## src/rtl/irq_controller_if.sv

```systemverilog
// Request/acknowledge handshake between the interrupt controller (master)
// and the fetch/interrupt-injection logic (slave).
interface irq_controller_if #(
  parameter int unsigned IDX_W = 2
);
  logic             irq_req;
  logic [IDX_W-1:0] irq_idx;
  logic [31:0]      irq_vector;
  logic             ack;
  logic             reti;

  modport master (
    output irq_req,
    output irq_idx,
    output irq_vector,
    input  ack,
    input  reti
  );

  modport slave (
    input  irq_req,
    input  irq_idx,
    input  irq_vector,
    output ack,
    output reti
  );
endinterface

```

## src/rtl/irq_controller.sv

```systemverilog
// Multi-channel interrupt controller: edge/level capture, masking, fixed
// lowest-index priority, committed req/ack handshake and in-service tracking.
module irq_controller #(
  parameter int unsigned N_IRQ      = 4,
  parameter int unsigned IDX_W      = 2,
  parameter bit          NESTING    = 1'b1,
  parameter logic [31:0] VEC_BASE   = 32'h0000_0010,
  parameter logic [31:0] VEC_STRIDE = 32'h0000_0002
) (
  input  logic                clk,
  input  logic                reset,
  input  logic [N_IRQ-1:0]    irq_in,
  input  logic [N_IRQ-1:0]    edge_mode,
  input  logic [N_IRQ-1:0]    mask_in,
  input  logic                global_en,
  irq_controller_if.master    bus,
  output logic [N_IRQ-1:0]    pending,
  output logic [N_IRQ-1:0]    in_service,
  output logic                busy
);

  localparam logic [N_IRQ-1:0] ONE_N = N_IRQ'(1);

  typedef enum logic [0:0] {
    ST_IDLE = 1'b0,
    ST_REQ  = 1'b1
  } state_e;

  state_e           state_q, state_d;
  logic [IDX_W-1:0] sel_idx_q, sel_idx_d;
  logic [31:0]      vec_q, vec_d;
  logic [N_IRQ-1:0] irq_prev_q;
  logic [N_IRQ-1:0] pending_q, pending_d;
  logic [N_IRQ-1:0] in_service_q, in_service_d;
  logic             busy_q;

  logic [N_IRQ-1:0] rise_s;
  logic [N_IRQ-1:0] base_s;
  logic [N_IRQ-1:0] eligible_s;
  logic [N_IRQ-1:0] ack_clr_s;
  logic [N_IRQ-1:0] reti_clr_s;
  logic [IDX_W-1:0] win_idx_s;
  logic             ack_take_s;

  // Isolates the lowest set bit; zero input yields zero.
  function automatic logic [N_IRQ-1:0] lowest_bit(input logic [N_IRQ-1:0] v);
    return v & (~v + ONE_N);
  endfunction

  function automatic logic [IDX_W-1:0] lowest_idx(input logic [N_IRQ-1:0] v);
    logic [IDX_W-1:0] idx;
    idx = '0;
    for (int i = N_IRQ - 1; i >= 0; i--) begin
      idx = v[i] ? IDX_W'(i) : idx;
    end
    return idx;
  endfunction

  function automatic logic [31:0] vec_of(input logic [IDX_W-1:0] idx);
    return VEC_BASE + (32'(idx) * VEC_STRIDE);
  endfunction

  assign rise_s    = irq_in & ~irq_prev_q;
  assign win_idx_s = lowest_idx(eligible_s);

  // Eligibility: enabled pending channels not in service, nesting-restricted.
  always_comb begin
    base_s = pending_q & mask_in & ~in_service_q & {N_IRQ{global_en}};
    if (NESTING) begin
      // lowest_bit - 1 selects every channel strictly above in priority; all ones when idle.
      eligible_s = base_s & (lowest_bit(in_service_q) - ONE_N);
    end else begin
      if (|in_service_q) begin
        eligible_s = '0;
      end else begin
        eligible_s = base_s;
      end
    end
  end

  // FSM next state: latch the winner in IDLE, hold it committed in REQ until ack.
  always_comb begin
    state_d    = state_q;
    sel_idx_d  = sel_idx_q;
    vec_d      = vec_q;
    ack_take_s = 1'b0;
    case (state_q)
      ST_IDLE: begin
        if (|eligible_s) begin
          state_d   = ST_REQ;
          sel_idx_d = win_idx_s;
          vec_d     = vec_of(win_idx_s);
        end else begin
          state_d   = ST_IDLE;
        end
      end
      ST_REQ: begin
        if (bus.ack) begin
          ack_take_s = 1'b1;
          state_d    = ST_IDLE;
        end else begin
          state_d    = ST_REQ;
        end
      end
      default: begin
        state_d = ST_IDLE;
      end
    endcase
  end

  // Pending and in-service next state; reti uses pre-edge in_service, ack OR-ed after.
  always_comb begin
    if (ack_take_s) begin
      ack_clr_s = ONE_N << sel_idx_q;
    end else begin
      ack_clr_s = '0;
    end
    if (bus.reti) begin
      reti_clr_s = lowest_bit(in_service_q);
    end else begin
      reti_clr_s = '0;
    end
    in_service_d = (in_service_q & ~reti_clr_s) | ack_clr_s;
    pending_d    = '0;
    for (int i = 0; i < N_IRQ; i++) begin
      if (edge_mode[i]) begin
        pending_d[i] = rise_s[i] | (pending_q[i] & ~ack_clr_s[i]);
      end else begin
        pending_d[i] = irq_in[i];
      end
    end
  end

  // State registers; irq_prev keeps tracking irq_in through reset.
  always_ff @(posedge clk) begin
    irq_prev_q <= irq_in;
    if (reset) begin
      state_q      <= ST_IDLE;
      sel_idx_q    <= '0;
      vec_q        <= VEC_BASE;
      pending_q    <= '0;
      in_service_q <= '0;
      busy_q       <= 1'b0;
    end else begin
      state_q      <= state_d;
      sel_idx_q    <= sel_idx_d;
      vec_q        <= vec_d;
      pending_q    <= pending_d;
      in_service_q <= in_service_d;
      busy_q       <= |in_service_d;
    end
  end

  assign bus.irq_req    = (state_q == ST_REQ);
  assign bus.irq_idx    = sel_idx_q;
  assign bus.irq_vector = vec_q;
  assign pending        = pending_q;
  assign in_service     = in_service_q;
  assign busy           = busy_q;

endmodule

```

## src/flat_wrapper.sv

```systemverilog
// flat-port wrapper written by rule: the top's interface ports become plain ports
module irq_controller_flat 
#(
  parameter int unsigned N_IRQ      = 4,
  parameter int unsigned IDX_W      = 2,
  parameter bit          NESTING    = 1'b1,
  parameter logic [31:0] VEC_BASE   = 32'h0000_0010,
  parameter logic [31:0] VEC_STRIDE = 32'h0000_0002
)
  (clk, reset, irq_in, edge_mode, mask_in, global_en, pending, in_service, busy, bus_irq_req, bus_irq_idx, bus_irq_vector, bus_ack, bus_reti);
  irq_controller_if #(.IDX_W(IDX_W)) bus_i ();
  input  logic clk;
  input  logic reset;
  input  logic [N_IRQ-1:0] irq_in;
  input  logic [N_IRQ-1:0] edge_mode;
  input  logic [N_IRQ-1:0] mask_in;
  input  logic global_en;
  output logic [N_IRQ-1:0] pending;
  output logic [N_IRQ-1:0] in_service;
  output logic busy;
  output wire logic [$bits(bus_i.irq_req)-1:0] bus_irq_req;
  output wire logic [$bits(bus_i.irq_idx)-1:0] bus_irq_idx;
  output wire logic [$bits(bus_i.irq_vector)-1:0] bus_irq_vector;
  input wire logic [$bits(bus_i.ack)-1:0] bus_ack;
  input wire logic [$bits(bus_i.reti)-1:0] bus_reti;
  assign bus_irq_req = bus_i.irq_req;
  assign bus_irq_idx = bus_i.irq_idx;
  assign bus_irq_vector = bus_i.irq_vector;
  assign bus_i.ack = bus_ack;
  assign bus_i.reti = bus_reti;
  irq_controller #(.N_IRQ(N_IRQ), .IDX_W(IDX_W), .NESTING(NESTING), .VEC_BASE(VEC_BASE), .VEC_STRIDE(VEC_STRIDE)) u_core (.clk(clk), .reset(reset), .irq_in(irq_in), .edge_mode(edge_mode), .mask_in(mask_in), .global_en(global_en), .bus(bus_i), .pending(pending), .in_service(in_service), .busy(busy));
endmodule
```

## config.mk

```make
export PLATFORM = sky130hd
export DESIGN_NAME = irq_controller_flat
export DESIGN_NICKNAME = d
export VERILOG_FILES = /design/src/rtl/irq_controller_if.sv /design/src/rtl/irq_controller.sv /design/src/flat_wrapper.sv
export SDC_FILE = /design/constraint.sdc
export NUM_CORES = 1
export LEC_CHECK = 0
export BUFFER_PORTS_ARGS = -buffer_cell sky130_fd_sc_hd__buf_4
export CAP_MARGIN = 30
export CORE_MARGIN = 2
export CORE_UTILIZATION = 30
export DETAILED_ROUTE_END_ITERATION = 10
export PLACE_DENSITY = 0.68
export SLEW_MARGIN = 0
export SYNTH_ARGS = -nofsm -noshare
export SYNTH_HDL_FRONTEND = slang
export SYNTH_SLANG_ARGS = --single-unit
```

## constraint.sdc

```tcl
create_clock -name clk -period 1.67 [get_ports clk]
set_clock_uncertainty 0.05 [all_clocks]
set_input_delay 0.167 -clock clk [delete_from_list [all_inputs] [get_ports clk]]
set_output_delay 0.167 -clock clk [all_outputs]
set_load 0.005 [all_outputs]
```

== After elaboration in Yosys (flattened, before gate mapping) ==
Cells that the tools add are included.

* Flip-flop bits (word level): 48
* Input port bits: 17
* Output and inout port bits: 44
* Word-level logic and storage cells: 53

* Add/subtract/negate cells: 3
* Shift-type cells: 1
* Multiplexer cells: 15
* Bitwise operators: 24
* Reduce and logical (&&, ||, !) cells: 3

{| class="wikitable"
|+ Operator list
! cell !! count
|-
| $and 4x4->4 || 7
|-
| $not 4->4 || 3
|-
| $mux 1 || 8
|-
| $mux 2 || 4
|-
| $mux 4 || 2
|-
| $reduce_or 4->1 || 2
|-
| $add 5x3->6 const A || 1
|-
| $not 1->1 || 5
|-
| $add 4x1->4 const B || 1
|-
| $and 1x1->1 || 4
|-
| $or 1x1->1 || 4
|-
| $or 4x4->4 || 1
|-
| $shl 1x2->4 const A || 1
|-
| $sub 4x1->4 const B || 1
|-
| $pmux 1 s2 || 1
|-
| $reduce_and 2->1 || 1
|}

== Logic depth before layout (Yosys ltp) ==
* Depth after elaboration: 10
* Mapped depth: 5
* Gate-level depth less buffers: 4

== Worst setup path before layout ==
Ideal clock, no wire load.

* Kind: register to register
* From: register u_core.in_service_q[0] (netlist: u_core.in_service[0])
* To: register u_core.busy_q (netlist: u_core.busy)
* Setup time: 127 ps
* Arrival time: 1,274 ps
* Data required time: 1,493 ps
* Setup slack: 219 ps
* Cell stages (with the launch flop): 5
* Path buffers: 0
* Clock period less this slack: 1,451 ps
* Path through: dfxtp_1 > or3b_1 > o21ai_1 > a21oi_1 > or3_1

* Word-level cells in the longest chain between the ends: 8

{| class="wikitable"
|+ Ends and longest elaborated chain
! item !! line !! RTL
|-
| from (decl) || irq_controller.sv:34 || <nowiki>logic [N_IRQ-1:0] in_service_q, in_service_d;</nowiki>
|-
| from (signal assigned) || irq_controller.sv:149 || <nowiki>in_service_q <= in_service_d;</nowiki>
|-
| $not 4->4 || irq_controller.sv:47 || <nowiki>return v & (~v + ONE_N);</nowiki>
|-
| $add 4x1->4 || irq_controller.sv:47 ||
|-
| $and 4x4->4 || irq_controller.sv:47 ||
|-
| $mux 4 || irq_controller.sv:118 || <nowiki>if (bus.reti) begin</nowiki>
|-
| $not 4->4 || irq_controller.sv:123 || <nowiki>in_service_d = (in_service_q & ~reti_clr_s) | ack_clr_s;</nowiki>
|-
| $and 4x4->4 * || irq_controller.sv:123 ||
|-
| $or 4x4->4 * || irq_controller.sv:123 ||
|-
| $reduce_or 4->1 * || irq_controller.sv:150 || <nowiki>busy_q <= |in_service_d;</nowiki>
|-
| to (signal assigned) || irq_controller.sv:150 ||
|-
| to (decl) || irq_controller.sv:35 || <nowiki>logic busy_q;</nowiki>
|}

Mark *: on every way between the ends. The rest lies on a longest branch, timed or not.
A chain may end at the register's enable or synchronous reset.

== Worst setup path in the final report ==
Ends and elaborated chain as after synthesis.

==> flow_summary.toml <==
[finish]
drive_above_1_share_pct = 29.9
n_antenna_cell = 0
multi_input_area_um2 = 410
area_growth_pct = 22.1
final_cell_area_um2 = 1090
final_cell_mix = "conb_1 (30), buf_4 (30), dfxtp_1 (16)"
regArea_um2 = 320
n_fill_cell = 296
finalNetCount = 152
fin_cells = 165

[pwr]
clock_power_share_pct = 30.8
internal-power_uw = 614
pwr-share-comb_pct = 17.5
p_sw_uw = 207
power.total_uw = 821
swShare_pct = 25.2
p_per_area_nw_per_um2 = 756
p_leak_uw = 0.000511
seqPwrFrac_pct = 51.7
peakVddDrop_uv = 741

[synth]
synthXorXnorAreaFrac_pct = 0
synthCells = 102
ys_seq_area_share_pct = 36.0
syn_area_um2 = 890
synth_compound_area_share_pct = 14.3
ys_seq_elements = 16
yosys_warnings = 0
synth_top_family_by_area = "buffers and inverters"
synthAdderAreaFrac_pct = 1.13
synthDistinctLibCells = 28
synthMuxAreaShare_pct = 0
syn_area_per_cell_um2 = 8.72
synth-simple-area-share_pct = 18.0

[critical_path]
cp-start-kind = "register"
r2r_slack_ns = 0.14
path_max_fanout = 8
max_stage_delay_ns = 0.41
worstPathCellList = "or3b_1, o21ai_1, a21oi_1, or3_1"
arrival_ns = 1.66
crit_type = "register to register"
reg2reg_depth = 4
critPathRequiredTime_ns = 1.80
timing.rr.start = "u_core.in_service[0]"
r2r-end = "u_core.busy"
endpoint_kind = "register"
critPathSlowestCell = "or3b_1"

[clock_network]
cts.htree.levels = 1
clock_path_buffers = 2
clkLatencyLatePin_ns = 0.28
cts_resized = 0
clock-root-buffer = "clkbuf_4"
clkTransAtPathRegs_ns = 0.09
cts_tree = "yes"
cts_sinks = 16
cts_inserted_buffers = 3

[route]
antenna_left = 0
dr.pass1.iters = 4
route.detailed.drc = 0
drt_iter0_drc = 8
routedWlPerCell_um = 10.7
drt-vias-per-instance = 4.38
dr_total_vias = 722
wl_um = 1770

[worst_hold_path]
hold_path_end = "u_core.bus.irq_req"
hold_start = "bus_ack"
holdPathStages = 2
min_path_type = "input port to register"

[floorplanning]
die_h_um = 58.5
start_util_pct = 32.0
core_region_area_um2 = 2780
die_area_um2 = 3420
io_pins = 61
row_count = 19
dieWidth_um = 58.5

[place]
dp_hpwl_um = 1440
place_congestion = 0.721
placed_area_um2 = 1010
dpl.cell_count = 157
io_buffers = 30

[status]
outcome = "finished, final reports clean"

[timing]
rsz0062_at_grt = "false"
hold_violations = 0
finalSetupViolCount = 0
max_freq_ghz = 0.653
fin_tns_setup_ns = 0
finalCritPeriodShare_pct = 91.7
drv_slew = 0
period_needed_ns = 1.53

[global_route]
grt_max_degree = 13
grtUsageTotal_pct = 10.8
grt_pass1_vias = 637
grt_pass1_wl_um = 2850
antenna_found_initial = 0
overflow = 0

[flow_run]
drv_cap = 0
critical path, delay by kind of cell (launching register included):
family / cells / cell delay (ns)
AO/OA/AOI/OAI: 2 / 0.22
AND/OR/NAND/NOR: 2 / 0.78
flip-flops: 1 / 0.38
cell families (layout without fill, tap and decap cells):
| logic type | Yosys count | count (layout) |
|---|---|---|
| buf+inv | 38 | 42 |
| simple gates | 27 | 27 |
| compound gates | 18 | 18 |
| flops | 16 | 16 |
| other cells | 2 | 30 |
| fa+ha+maj | 1 | 1 |
worst max path at each step:
| stage | endpoint | slack (ns) | from | depth (start not counted) |
|---|---|---|---|---|
| finish | u_core.busy | 0.14 | u_core.in_service[0] | 4 |
| global route | u_core.bus.irq_idx[0] | 0.06 | u_core.in_service[0] | 4 |
| CTS | u_core.busy | 0.14 | u_core.in_service[0] | 4 |
| detailed placement | u_core.busy | 0.16 | u_core.in_service[0] | 4 |
| global placement | u_core.busy | 0.20 | u_core.in_service[0] | 4 |
| floorplan | u_core.busy | 0.22 | u_core.in_service[0] | 4 |
cells in the mapped netlist:
cell	n	share of area (%)
o21bai_1	1	0.84
nor3_1	1	0.56
nand4_1	1	0.70
nand2_1	7	3.0
or3_1	1	0.70
nor2_1	6	2.5
dfxtp_1	16	36
buf_4	32	27
buf_2	1	0.56
inv_1	4	1.7
o21ai_1	1	0.56
a32oi_1	4	3.9
clkbuf_1	1	0.42
a211oi_1	2	1.7
nand3b_1	2	1.7
or3b_1	1	0.98
a21oi_2	1	0.98
and4b_2	1	1.3
a211oi_2	1	1.4
or2_2	2	1.4
nor3b_1	2	1.7
o21ai_0	1	0.56
a41oi_1	1	0.98
maj3_1	1	1.1
conb_1	2	0.84
nand4b_1	2	2.0
a21oi_1	6	3.4
or4b_4	1	1.5
routing by layer:
layer	up-vias	part of all wire [%]	track usage, %
met2	40	49	18.5
met5	-	0	0
met1	328	40	12.6
met3	0	12	5.27
li1	354	-	-
met4	0	0	0.997
power by group through the flow:
stage          sequential [uW]  combinational (uW)  clock (uW)
2_1_floorplan              427                 124           0
3_3_place_gp               432                 133           0
3_5_place_dp               433                 136           0
4_1_cts                    425                 143         262
5_1_grt                    428                 161         287
6_report                   425                 143         253
layout make-up:
type / instances / area share, %
inverters: 4 / 1.38
clock buffers: 4 / 3.34
multi-input cells: 76 / 37.8
flip-flops and latches: 16 / 29.5
well taps: 31 / 3.57
repair buffers: 34 / 24.4
state kept, by name, indices dropped and copies added, names as in the netlist:
| register | cells |
|---|---|
| u_core.pending | 4 |
| u_core.in_service | 4 |
| u_core.irq_prev_q | 4 |
| u_core.busy | 1 |
| u_core.bus.irq_req | 1 |
| u_core.bus.irq_idx | 2 |
through the flow:
| step | utilization [%] | worst slack, ns | hold slack (ns) |
|---|---|---|---|
| after global routing | 39.0 | 0.0555 | 0.0301 |
| after detailed placement | 36.3 | 0.157 | 0.233 |
| final | 39.0 | 0.139 | 0.0434 |
| after CTS | 39.0 | 0.138 | 0.0405 |
| after global placement | 36.3 | 0.201 | 0.231 |
| after floorplan | - | 0.219 | 0.145 |
what timing repair did:
action | 4_1_cts | 5_1_grt
endpoints found under the hold margin | 4 | 0
setup buffers | 0 | 0
hold buffers | 4 | 0
Note: power is estimated with default switching activity, not from simulation.
